**config.mk**
```make
export PLATFORM = sky130hd
export DESIGN_NAME = alu_seq_flat
export DESIGN_NICKNAME = d
export VERILOG_FILES = /design/src/rtl/alu_seq_if.sv /design/src/rtl/alu_seq.sv /design/src/flat_wrapper.sv
export SDC_FILE = /design/constraint.sdc
export NUM_CORES = 1
export LEC_CHECK = 0
export ABC_AREA = 0
export ABC_CLOCK_PERIOD_IN_PS = 3200
export BUFFER_PORTS_ARGS = -buffer_cell sky130_fd_sc_hd__buf_2
export CAP_MARGIN = 20
export CORE_ASPECT_RATIO = 0.75
export CORE_MARGIN = 3
export CORE_UTILIZATION = 56
export DETAILED_ROUTE_END_ITERATION = 7
export PLACE_DENSITY = 0.78
export SYNTH_ARGS = -nofsm -noshare
export SYNTH_HDL_FRONTEND = slang
export SYNTH_SLANG_ARGS = --single-unit
```
**constraint.sdc**
```tcl
create_clock -name CLOCK_50 -period 3.2 [get_ports CLOCK_50]
set_clock_uncertainty 0.1 [all_clocks]
set_input_delay 0.16 -clock CLOCK_50 [delete_from_list [all_inputs] [get_ports CLOCK_50]]
set_output_delay 0.16 -clock CLOCK_50 [all_outputs]
set_load 0.005 [all_outputs]
```
**src/rtl/alu_seq_if.sv**
```systemverilog
// Operand/result handshake bundle for alu_seq: valid/ready on the operand side and on the result side.
interface alu_seq_if #(
    parameter int WORD_SIZE = 16
);
    logic                 in_valid;
    logic                 in_ready;
    logic [WORD_SIZE-1:0] in_a;
    logic [WORD_SIZE-1:0] in_b;
    logic [2:0]           in_op;
    logic                 out_valid;
    logic                 out_ready;
    logic [WORD_SIZE-1:0] out_result;
    logic                 out_carry;
    logic                 out_zero;
    logic                 out_err;

    modport master (
        output in_valid, in_a, in_b, in_op, out_ready,
        input  in_ready, out_valid, out_result, out_carry, out_zero, out_err
    );

    modport slave (
        input  in_valid, in_a, in_b, in_op, out_ready,
        output in_ready, out_valid, out_result, out_carry, out_zero, out_err
    );
endinterface

```
**src/rtl/alu_seq.sv**
```systemverilog
// Handshaked multi-cycle ALU: one-clock logic/arithmetic, bit-serial multiply and optional
// restoring divide (enabled by defining ALU_SEQ_DIV_EN).
module alu_seq #(
    parameter  int WORD_SIZE = 16,
    localparam int CNT_W     = $clog2(WORD_SIZE) + 1
) (
    input  logic       CLOCK_50,
    input  logic       RESET_N,
    alu_seq_if.slave   bus
);
    localparam int SH_W = $clog2(WORD_SIZE);

    localparam logic [2:0] OP_ADD = 3'b000;
    localparam logic [2:0] OP_SUB = 3'b001;
    localparam logic [2:0] OP_AND = 3'b010;
    localparam logic [2:0] OP_OR  = 3'b011;
    localparam logic [2:0] OP_XOR = 3'b100;
    localparam logic [2:0] OP_SLL = 3'b101;
    localparam logic [2:0] OP_MUL = 3'b110;
    localparam logic [2:0] OP_DIV = 3'b111;

    typedef enum logic [1:0] {IDLE, BUSY, DONE} state_t;

    state_t               state_q, state_d;
    logic                 in_ready_q, in_ready_d;
    logic                 out_valid_q, out_valid_d;
    logic [WORD_SIZE-1:0] result_q, result_d;
    logic                 carry_q, carry_d;
    logic                 zero_q, zero_d;
    logic                 err_q, err_d;
    logic [WORD_SIZE-1:0] a_q, a_d;
    logic [WORD_SIZE-1:0] b_q, b_d;
    logic [WORD_SIZE-1:0] acc_q, acc_d;
    logic [CNT_W-1:0]     cnt_q, cnt_d;
    logic                 go_busy;
    logic [WORD_SIZE-1:0] mul_nxt;
    logic [WORD_SIZE+1:0] single_res;
`ifdef ALU_SEQ_DIV_EN
    logic                 is_div_q, is_div_d;
    logic [WORD_SIZE:0]   rem_q, rem_d;
    logic [WORD_SIZE:0]   rem_t;
`endif

    // Returns {err, carry, result} for every op that finishes in one clock.
    function automatic logic [WORD_SIZE+1:0] single_op(input logic [WORD_SIZE-1:0] a,
                                                       input logic [WORD_SIZE-1:0] b,
                                                       input logic [2:0] op);
        logic [WORD_SIZE:0] sum;
        logic               err;
        sum = '0;
        err = 1'b0;
        case (op)
            OP_ADD: sum = {1'b0, a} + {1'b0, b};
            OP_SUB: sum = {1'b0, a} + {1'b0, ~b} + (WORD_SIZE+1)'(1);
            OP_AND: sum = {1'b0, a & b};
            OP_OR:  sum = {1'b0, a | b};
            OP_XOR: sum = {1'b0, a ^ b};
            OP_SLL: sum = {1'b0, a << b[SH_W-1:0]};
`ifdef ALU_SEQ_DIV_EN
            OP_DIV: begin
                sum = {1'b0, {WORD_SIZE{1'b1}}};
                err = 1'b1;
            end
`else
            OP_DIV: begin
                sum = '0;
                err = 1'b1;
            end
`endif
            default: sum = '0;
        endcase
        return {err, sum};
    endfunction

    always_comb begin
        state_d     = state_q;
        result_d    = result_q;
        carry_d     = carry_q;
        err_d       = err_q;
        a_d         = a_q;
        b_d         = b_q;
        acc_d       = acc_q;
        cnt_d       = cnt_q;
        mul_nxt     = acc_q + (b_q[0] ? a_q : '0);
        single_res  = single_op(bus.in_a, bus.in_b, bus.in_op);
`ifdef ALU_SEQ_DIV_EN
        is_div_d    = is_div_q;
        rem_d       = rem_q;
        rem_t       = {rem_q[WORD_SIZE-1:0], a_q[WORD_SIZE-1]};
        go_busy     = (bus.in_op == OP_MUL) || (bus.in_op == OP_DIV && bus.in_b != '0);
`else
        go_busy     = (bus.in_op == OP_MUL);
`endif
        case (state_q)
            IDLE: begin
                if (bus.in_valid && in_ready_q) begin
                    a_d   = bus.in_a;
                    b_d   = bus.in_b;
                    acc_d = '0;
                    cnt_d = CNT_W'(WORD_SIZE);
`ifdef ALU_SEQ_DIV_EN
                    is_div_d = (bus.in_op == OP_DIV);
                    rem_d    = '0;
`endif
                    if (go_busy) begin
                        state_d = BUSY;
                    end else begin
                        result_d = single_res[WORD_SIZE-1:0];
                        carry_d  = single_res[WORD_SIZE];
                        err_d    = single_res[WORD_SIZE+1];
                        state_d  = DONE;
                    end
                end
            end
            BUSY: begin
                cnt_d = cnt_q - CNT_W'(1);
                acc_d = mul_nxt;
                a_d   = a_q << 1;
                b_d   = b_q >> 1;
`ifdef ALU_SEQ_DIV_EN
                // Restoring divide: dividend shifts out of a_q MSB, quotient bits shift in at LSB.
                if (is_div_q) begin
                    b_d = b_q;
                    if (rem_t >= {1'b0, b_q}) begin
                        rem_d = rem_t - {1'b0, b_q};
                        a_d   = {a_q[WORD_SIZE-2:0], 1'b1};
                    end else begin
                        rem_d = rem_t;
                        a_d   = {a_q[WORD_SIZE-2:0], 1'b0};
                    end
                end
`endif
                if (cnt_q == CNT_W'(1)) begin
                    result_d = mul_nxt;
`ifdef ALU_SEQ_DIV_EN
                    if (is_div_q) result_d = a_d;
`endif
                    carry_d = 1'b0;
                    err_d   = 1'b0;
                    state_d = DONE;
                end
            end
            DONE: begin
                if (bus.out_ready) state_d = IDLE;
            end
            default: state_d = IDLE;
        endcase
        zero_d      = (result_d == '0);
        in_ready_d  = (state_d == IDLE);
        out_valid_d = (state_d == DONE);
    end

    always_ff @(posedge CLOCK_50) begin
        if (!RESET_N) begin
            state_q     <= IDLE;
            in_ready_q  <= 1'b0;
            out_valid_q <= 1'b0;
            result_q    <= '0;
            carry_q     <= 1'b0;
            zero_q      <= 1'b0;
            err_q       <= 1'b0;
        end else begin
            state_q     <= state_d;
            in_ready_q  <= in_ready_d;
            out_valid_q <= out_valid_d;
            result_q    <= result_d;
            carry_q     <= carry_d;
            zero_q      <= zero_d;
            err_q       <= err_d;
        end
    end

    // Datapath registers carry no reset; they are always loaded on accept before use.
    always_ff @(posedge CLOCK_50) begin
        a_q   <= a_d;
        b_q   <= b_d;
        acc_q <= acc_d;
        cnt_q <= cnt_d;
`ifdef ALU_SEQ_DIV_EN
        is_div_q <= is_div_d;
        rem_q    <= rem_d;
`endif
    end

    assign bus.in_ready   = in_ready_q;
    assign bus.out_valid  = out_valid_q;
    assign bus.out_result = result_q;
    assign bus.out_carry  = carry_q;
    assign bus.out_zero   = zero_q;
    assign bus.out_err    = err_q;
endmodule

```
**src/flat_wrapper.sv**
```systemverilog
// flat-port wrapper written by rule: the top's interface ports become plain ports
module alu_seq_flat 
#(
    parameter  int WORD_SIZE = 16,
    localparam int CNT_W     = $clog2(WORD_SIZE) + 1
)
  (CLOCK_50, RESET_N, bus_in_valid, bus_in_a, bus_in_b, bus_in_op, bus_out_ready, bus_in_ready, bus_out_valid, bus_out_result, bus_out_carry, bus_out_zero, bus_out_err);
  alu_seq_if #(.WORD_SIZE(WORD_SIZE)) bus_i ();
  input  logic CLOCK_50;
  input  logic RESET_N;
  input wire logic [$bits(bus_i.in_valid)-1:0] bus_in_valid;
  input wire logic [$bits(bus_i.in_a)-1:0] bus_in_a;
  input wire logic [$bits(bus_i.in_b)-1:0] bus_in_b;
  input wire logic [$bits(bus_i.in_op)-1:0] bus_in_op;
  input wire logic [$bits(bus_i.out_ready)-1:0] bus_out_ready;
  output wire logic [$bits(bus_i.in_ready)-1:0] bus_in_ready;
  output wire logic [$bits(bus_i.out_valid)-1:0] bus_out_valid;
  output wire logic [$bits(bus_i.out_result)-1:0] bus_out_result;
  output wire logic [$bits(bus_i.out_carry)-1:0] bus_out_carry;
  output wire logic [$bits(bus_i.out_zero)-1:0] bus_out_zero;
  output wire logic [$bits(bus_i.out_err)-1:0] bus_out_err;
  assign bus_i.in_valid = bus_in_valid;
  assign bus_i.in_a = bus_in_a;
  assign bus_i.in_b = bus_in_b;
  assign bus_i.in_op = bus_in_op;
  assign bus_i.out_ready = bus_out_ready;
  assign bus_in_ready = bus_i.in_ready;
  assign bus_out_valid = bus_i.out_valid;
  assign bus_out_result = bus_i.out_result;
  assign bus_out_carry = bus_i.out_carry;
  assign bus_out_zero = bus_i.out_zero;
  assign bus_out_err = bus_i.out_err;
  alu_seq #(.WORD_SIZE(WORD_SIZE)) u_core (.CLOCK_50(CLOCK_50), .RESET_N(RESET_N), .bus(bus_i));
endmodule
```
### After elaboration in Yosys (flattened, before gate mapping)

Index checks and enable logic that the tools add are counted.

| operators by class | value |
|---|---|
| $add $sub $neg | 5 |
| shift-type cells | 1 |
| equal/unequal tests | 14 |
| muxes and demuxes | 27 |
| bitwise logic cells | 4 |
| reduce and logical (&&, ||, !) cells | 8 |

Operators by type and width:

| kind | count |
|---|---|
| $pmux W16 S2 | 4 |
| $mux W16 | 7 |
| $pmux W17 S6 | 1 |
| $add A16 B16 Y17 | 2 |
| $add A17 B1 Y17 const B | 1 |
| $add A16 B16 Y16 | 1 |
| $and A16 B16 Y16 | 1 |
| $logic_not A16 Y1 | 1 |
| $not A16 Y16 | 1 |
| $or A16 B16 Y16 | 1 |
| $shl A16 B4 Y16 | 1 |
| $xor A16 B16 Y16 | 1 |
| $eq A3 B3 Y1 const B | 4 |
| $pmux W5 S2 | 1 |
| $mux W2 | 4 |
| $eq A3 B2 Y1 const B | 2 |
| $mux W1 | 6 |
| $pmux W2 S3 | 1 |
| $eq A5 B1 Y1 const B | 1 |
| $mux W5 | 1 |
| $sub A5 B1 Y5 const B | 1 |
| $eq A2 B2 Y1 const B | 2 |
| $logic_not A2 Y1 | 2 |
| $ne A2 B1 Y1 const B | 2 |
| 9 further kinds | 10 |

| word-level totals | value |
|---|---|
| register bits | 76 |

### Logic depth before layout (Yosys ltp)

Gate-level depths: netlist of the first run.

| logic depth | value |
|---|---|
| depth in word-level cells | 8 |
| gate-level depth with buffers | 13 |

### Worst setup path after synthesis of the first run

No wires, ideal clock.

| timing path | value |
|---|---|
| path type | reg-to-reg |
| start | register u_core.b_q[0] |
| end | register u_core.zero_q (netlist: u_core.bus.out_zero) |
| path buffers | 1 |
| cell stages (with the launch flop) | 13 |
| period minus slack after synthesis | 3.338 ns |
| data arrival time | 3.150 ns |
| path slack | -0.138 ns |
| path through | edfxtp_1 -> clkbuf_1 -> and2_1 -> ha_1 -> a211oi_2 -> o21bai_1 -> o31a_1 -> a221o_1 -> and4_4 -> or4_4 -> nor3_2 -> nand4_1 -> nor4_2 |

| on the way | value |
|---|---|
| longest elaborated chain between the ends | 5 |

RTL lines:

| item | RTL line | RTL |
|---|---|---|
| start, declared | alu_seq.sv:32 | `logic [WORD_SIZE-1:0] b_q, b_d;` |
| start signal, assigned | alu_seq.sv:176 | `b_q <= b_d;` |
| $mux W16 | alu_seq.sv:84 | `mul_nxt = acc_q + (b_q[0] ? a_q : '0);` |
| $add A16 B16 Y16 | alu_seq.sv:84 |  |
| $mux W16 | alu_seq.sv:133 | `if (cnt_q == CNT_W'(1)) begin` |
| $pmux W16 S2 | alu_seq.sv:94 | `case (state_q)` |
| $logic_not A16 Y1 | alu_seq.sv:148 | `zero_d = (result_d == '0);` |
| end signal, assigned | alu_seq.sv:168 | `zero_q <= zero_d;` |
| end, declared | alu_seq.sv:29 | `logic zero_q, zero_d;` |

No other way between the ends.
A chain may end at the register's enable or synchronous reset.

### Final worst setup path of the first run

Ends and elaborated chain as after synthesis.

==> metrics, run 1 <==
outcome finished with violations; failing checks setup timing; Compound-Gate Fraction of Synth Area 0.226; main combinational cell family by area after synthesis compound AO/OA/AOI/OAI gates; cells on worst reg2reg path 12; die span in x 136 um; largest net degree at the start of global routing 36; synth warn 0; minimum clock period 3.52 ns; max-slew violations 0; crit path DAT 3.66 ns; Hold WC Path Type input pin to flip-flop; total power draw 3.33 mW; Post-synth ARST share 0; relative slew slack 0.304; filler cell count 931; Seq/Total Area, Yosys 0.288; Hold Path Depth 3; DP HPWL 20.3 mm; part of the cycle the worst path needs 1.10; antenna viol nets, final 0; H-tree depth 3; Post-Route Utilization 0.696; share of the synthesized area in the top cell type 0.224; syn_nets 922; Remaining DRCs 0; post-synthesis mux area share 0.0594; Setup-failing EPs final 6; Post-synth top cells 69 x nand2_1, 68 x ha_1, 65 x nor2_1; CP Max Fanout 12; met3 global-route usage 0.114; Die Y 104 um; LEAKAGE 3.65 nW; VDD IR max 0.318 mV; #FFs+latches synth 76; clock-pin slew on the worst setup and hold paths 0.07 ns; Mapped Cells 812; total clock sinks 76; clock latency at the later pin of the worst-skew pair 0.35 ns; Synth Area in XOR/XNOR 0.0320; CTS tree done; worst slew pin tran 1.04 ns; worst reg2reg path startpoint u_core.b_q[0]; Syn Area/Cell 8.77 um2; worst setup path category flip-flop to flip-flop; Max Clk Rate 0.284 GHz; GPL Wtd Cong 1.05; # IOs 60; post-synthesis cell area 0.00712 mm2; initial antenna violation count 1; met2 Resource Use GR 0.557; hold_ws 0.120 ns; adder-cell share of the synthesized area 0.128; GRT Total Usage 0.371; Area Overhead vs Synth 20.8%; CP required 3.34 ns; layout cells sized above 1 0.240; DR vias 7434; grt ovf 0; HP Start bus_in_b[15]; reg2reg setup slack -0.32 ns; Pre-antenna DRT Iters 8; PD cells 387 mW/mm2; startpoint types flip-flop; vias in the first global route 7013; Distinct cells, synth 85; # diodes 0; GR peak layer met2; CTS max path bufs 2; Core Region 0.0123 mm2; Post-Synth Simple-Gate Area 0.210; Setup WS post-layout -0.321 ns; Area after DPL 0.00815 mm2; Final #Nets 1044; DRT iter0 DRCs 1013; RSZ-0062 raised after global routing true; maxcap violations 0; count leader, synth nand2_1; CP Capture Type flip-flop; std cell rows 35; Area contributors post-synth edfxtp_1 22%, ha_1 12%, dfxtp_1 6.5%; via/cell ratio 6.73; number of synthesized flops with an enable pin 53; Hold Vio Cnt, Final 0; Wirelength per Cell 24.2 um; reg-to-reg critical path endpoint u_core.bus.out_zero; number of buffers added on ports 59; clk root buf clkbuf_16; met1 Use GR 0.527; setup TNS -1.01 ns; CTS buffer count 9; Initial Util 0.577; Detailed Route WL 26.8 mm; cell accounting for the most synthesized area edfxtp_1; Die ar. 0.0141 mm2; Hold Crit Endpoint u_core.b_q[15]; first-pass GRT wire length 40.2 mm; ys flop type edfxtp_1; Final Cell Area 0.00860 mm2
[timing repair]
| item | CTS | global route |
|---|---|---|
| hold buffers | 0 | 0 |
| setup buffers | 3 | 5 |
| pin swaps | 7 | 10 |
| gates resized for setup | 9 | 11 |
| cloned | 0 | 0 |
| setup endpoints to repair | 4 | 7 |
[layout make-up]
| cell class | count | area (um2) | share of cell area |
|---|---|---|---|
| sequential | 76 | 2050 | 0.239 |
| timing repair buffer | 158 | 1050 | 0.122 |
| clock buffer | 10 | 229 | 0.0266 |
| multi-input combinational | 635 | 4800 | 0.558 |
| inverter | 54 | 203 | 0.0236 |
| clock inverter | 6 | 65.1 | 0.00756 |
| tap | 166 | 208 | 0.0241 |
[state kept, by name, indices dropped and copies added (netlist names)]
| name | count |
|---|---|
| u_core.a_q | 16 |
| u_core.bus.out_carry | 1 |
| u_core.bus.out_result | 16 |
| u_core.state_q | 2 |
| u_core.b_q | 16 |
| u_core.acc_q | 16 |
| u_core.bus.out_zero | 1 |
| u_core.cnt_q | 5 |
| u_core.bus.out_valid | 1 |
| u_core.bus.out_err | 1 |
| u_core.bus.in_ready | 1 |
[where the power goes]
part | switching [mW] | internal, mW
registers | 0.0345 | 1.12
clock network | 0.457 | 0.607
logic | 0.653 | 0.463
total | 1.14 | 2.19
[cells in the final DEF, fill, tap and decap left out, drive strengths merged, types with 18 or more instances in the layout]
master and instances:
and2 34, nor2 65, nand2 69, ha 68
a21oi 42, edfxtp 53, nor3 20, dfxtp 23
buf 158, nand3 18, o21ai 53, nor2b 18
inv 55
[worst max-delay path, stage by stage (launching register included)]
cell and delay, ns:
edfxtp_1 0.41, buf_4 0.20, and2_1 0.15, ha_1 0.29, o21ai_0 0.21, a21boi_0 0.17, o31a_1 0.18, a221o_1 0.39
a41o_1 0.31, o41ai_4 0.28, xnor2_2 0.20, o211ai_1 0.18, nor4_2 0.33
[cell families after synthesis]
logic type | count (synthesis)
XOR/XNOR | 26
adder cells (fa/ha/maj) | 71
flip-flops | 76
AND/OR/NAND/NOR | 285
AO/OA/AOI/OAI | 230
multiplexers | 23
buffers and inverters | 101
[layer usage]
layer | vias to the layer above | part of all wire | routed length [um]
met4 | 0 | 0.024 | 633
met2 | 541 | 0.44 | 11700
met1 | 3543 | 0.41 | 11000
met5 | - | 0 | 0
met3 | 78 | 0.13 | 3450
li1 | 3272 | - | -
[per-stage QoR]
step / cells / worst slack (ns)
finish: 1105 / -0.321
CTS: 1100 / -0.152
floorplan: 812 / -0.00407
global placement: 1081 / -0.171
detailed placement: 1081 / -0.337
global route: 1105 / -0.457
[how the worst max path moves through the flow]
stage | from | to | depth (start not counted)
2_1_floorplan | u_core.b_q[0] | u_core.bus.out_zero | 12
3_3_place_gp | bus_in_a[0] | u_core.bus.out_zero | 14
3_5_place_dp | bus_in_a[0] | u_core.bus.out_zero | 14
4_1_cts | u_core.b_q[0] | u_core.bus.out_zero | 12
5_1_grt | u_core.b_q[0] | u_core.bus.out_zero | 12
6_report | u_core.b_q[0] | u_core.bus.out_zero | 12
No activity file was read; power rests on OpenSTA's default activity.
==> inputs of run 2 (changes only) <==
--- a/config.mk
+++ b/config.mk
@@ -8,12 +8,12 @@
 export ABC_AREA = 0
 export ABC_CLOCK_PERIOD_IN_PS = 3200
 export BUFFER_PORTS_ARGS = -buffer_cell sky130_fd_sc_hd__buf_2
-export CAP_MARGIN = 20
 export CORE_ASPECT_RATIO = 0.75
 export CORE_MARGIN = 3
 export CORE_UTILIZATION = 56
 export DETAILED_ROUTE_END_ITERATION = 7
 export PLACE_DENSITY = 0.78
+export SKIP_LAST_GASP = 1
 export SYNTH_ARGS = -nofsm -noshare
 export SYNTH_HDL_FRONTEND = slang
 export SYNTH_SLANG_ARGS = --single-unit
==> constraint.sdc (replaced) <==
create_clock -name CLOCK_50 -period 3.2 [get_ports CLOCK_50]
set_clock_uncertainty 0.1 [all_clocks]
set_input_delay 0.16 -clock CLOCK_50 [delete_from_list [all_inputs] [get_ports CLOCK_50]]
set_output_delay 0.16 -clock CLOCK_50 [all_outputs]
set_load 0.01 [all_outputs]
==> run 2 against run 1 <==
  * The flow still finishes with violations (setup timing)
  * Clock-buffer cell count did not move
  * Largest power group unchanged
  * Setup slack improved by 0.077 ns
  * Fmax increased by 2.2%
  * Critical endpoint unchanged
  * Largest cell class unchanged
  * Sequential cell count is the same
==> metrics, run 2 (synthesis results as in run 1) <==
via/cell ratio 6.60; LEAKAGE 3.63 nW; Remaining DRCs 0; CP Max Fanout 3; minimum clock period 3.44 ns; maxcap violations 0; worst reg2reg path startpoint u_core.b_q[0]; CTS buffer count 9; # IOs 60; VDD IR max 0.319 mV; Die ar. 0.0141 mm2; HP Start bus_in_b[15]; clk root buf clkbuf_16; DRT iter0 DRCs 912; failing checks setup timing; cells on worst reg2reg path 12; PD cells 388 mW/mm2; number of buffers added on ports 59; Hold Crit Endpoint u_core.b_q[15]; vias in the first global route 7013; Setup WS post-layout -0.244 ns; DR vias 7285; commonest cells after routing, fill and taps aside 97 x buf_4, 69 x nand2_1, 65 x ha_1, 64 x nor2_1, 59 x buf_2; Slowest cell on crit path edfxtp_1; Hold WC Path Type input pin to flip-flop; worst slew pin tran 1.06 ns; Wirelength per Cell 23.8 um; RSZ-0062 raised after global routing true; first-pass GRT wire length 40.2 mm; worst setup path category flip-flop to flip-flop; CP Capture Type flip-flop; hold_ws 0.116 ns; outcome finished with violations; GRT Total Usage 0.371; placed insts 1081; startpoint types flip-flop; Setup-failing EPs final 4; # diodes 0; WP buf/inv 1; std cell rows 35; total clock sinks 76; reg-to-reg critical path endpoint u_core.bus.out_zero; Final #Nets 1042; Core Region 0.0123 mm2; initial antenna violation count 0; clock-pin slew on the worst setup and hold paths 0.07 ns; DP HPWL 20.3 mm; largest net degree at the start of global routing 36; Die Y 104 um; antenna viol nets, final 0; CTS max path bufs 2; part of the cycle the worst path needs 1.08; CP required 3.34 ns; Critical Path, Cell by Cell buf_4, and2_4, ha_4, a211oi_2, o21bai_1, o31a_1, a221o_1, a41o_1, o41ai_4, xnor2_2, o211ai_1, nor4_2; Area Overhead vs Synth 20.3%; relative slew slack 0.290; grt ovf 0; Hold Vio Cnt, Final 0; max-slew violations 0; most common cell after layout, fill and taps aside buf_4; Pre-antenna DRT Iters 7; hold_buf cts 0; die span in x 136 um; total power draw 3.32 mW; Detailed Route WL 26.3 mm; delay-heaviest family, CP compound AO/OA/AOI/OAI gates; Final Non-Filler Cells 1103; reg2reg setup slack -0.24 ns; H-tree depth 3; Hold Path Depth 3; Max Clk Rate 0.290 GHz; crit path DAT 3.59 ns; Initial Util 0.577; clock latency at the later pin of the worst-skew pair 0.35 ns; GPL Wtd Cong 1.05; Critical Path Max Stage Delay 0.40 ns; CTS tree done; layout cells sized above 1 0.234
run 2: per-layer routing:
metal | GRT usage | vias up | part of all wire
li1 | - | 3268 | -
met1 | 0.527 | 3455 | 0.41
met2 | 0.557 | 502 | 0.44
met3 | 0.114 | 60 | 0.13
met4 | 0.0835 | 0 | 0.019
met5 | 0 | - | 0
run 2: layout make-up:
type                    instances  area [um2]
well taps                     166         208
clock inverters                 6        65.1
inverters                      54         203
clock buffers                  10         229
fillers                       935        3780
flip-flops and latches         76        2050
multi-input cells             635        4780
repair buffers                156        1020
run 2: power breakdown:
part           switching [mW]  total (mW)  internal, mW
Sequential             0.0337        1.15          1.12
Clock                   0.462        1.07         0.607
Combinational           0.648        1.10         0.456
Total                    1.14        3.32          2.18
run 2: per-stage QoR:
step	worst slack, ns	util	instance area [um2]	setup TNS [ns]
6_report	-0.244	0.694	8560	-0.449
5_1_grt	-0.401	0.694	8560	-1.22
4_1_cts	-0.164	0.689	8510	-0.164
3_5_place_dp	-0.337	0.660	8150	-0.620
3_3_place_gp	-0.171	0.660	8150	-0.309
2_1_floorplan	-0.00407	-	7150	-0.00407
run 2: worst max path at each step:
| stage | from | to | slack [ns] | cells after the start |
|---|---|---|---|---|
| after floorplan | u_core.b_q[0] | u_core.bus.out_zero | -0.004 | 12 |
| after global placement | bus_in_a[0] | u_core.bus.out_zero | -0.17 | 14 |
| after detailed placement | bus_in_a[0] | u_core.bus.out_zero | -0.34 | 14 |
| after CTS | u_core.b_q[0] | u_core.bus.out_zero | -0.16 | 12 |
| after global routing | u_core.b_q[0] | u_core.bus.out_zero | -0.40 | 12 |
| final | u_core.b_q[0] | u_core.bus.out_zero | -0.24 | 12 |
run 2: what timing repair did:
item,in CTS,in global routing
gates resized for setup,8,6
setup buffers,3,3
pin swaps,7,10
setup endpoints to repair,4,7
run 2: worst register-to-register path: stages, from the launching register on:
cell and delay (ns):
edfxtp_1 0.40, buf_4 0.16, and2_4 0.15, ha_4 0.24
a211oi_2 0.17, o21bai_1 0.10, o31a_1 0.29, a221o_1 0.37
a41o_1 0.28, o41ai_4 0.37, xnor2_2 0.21, o211ai_1 0.18
nor4_2 0.32
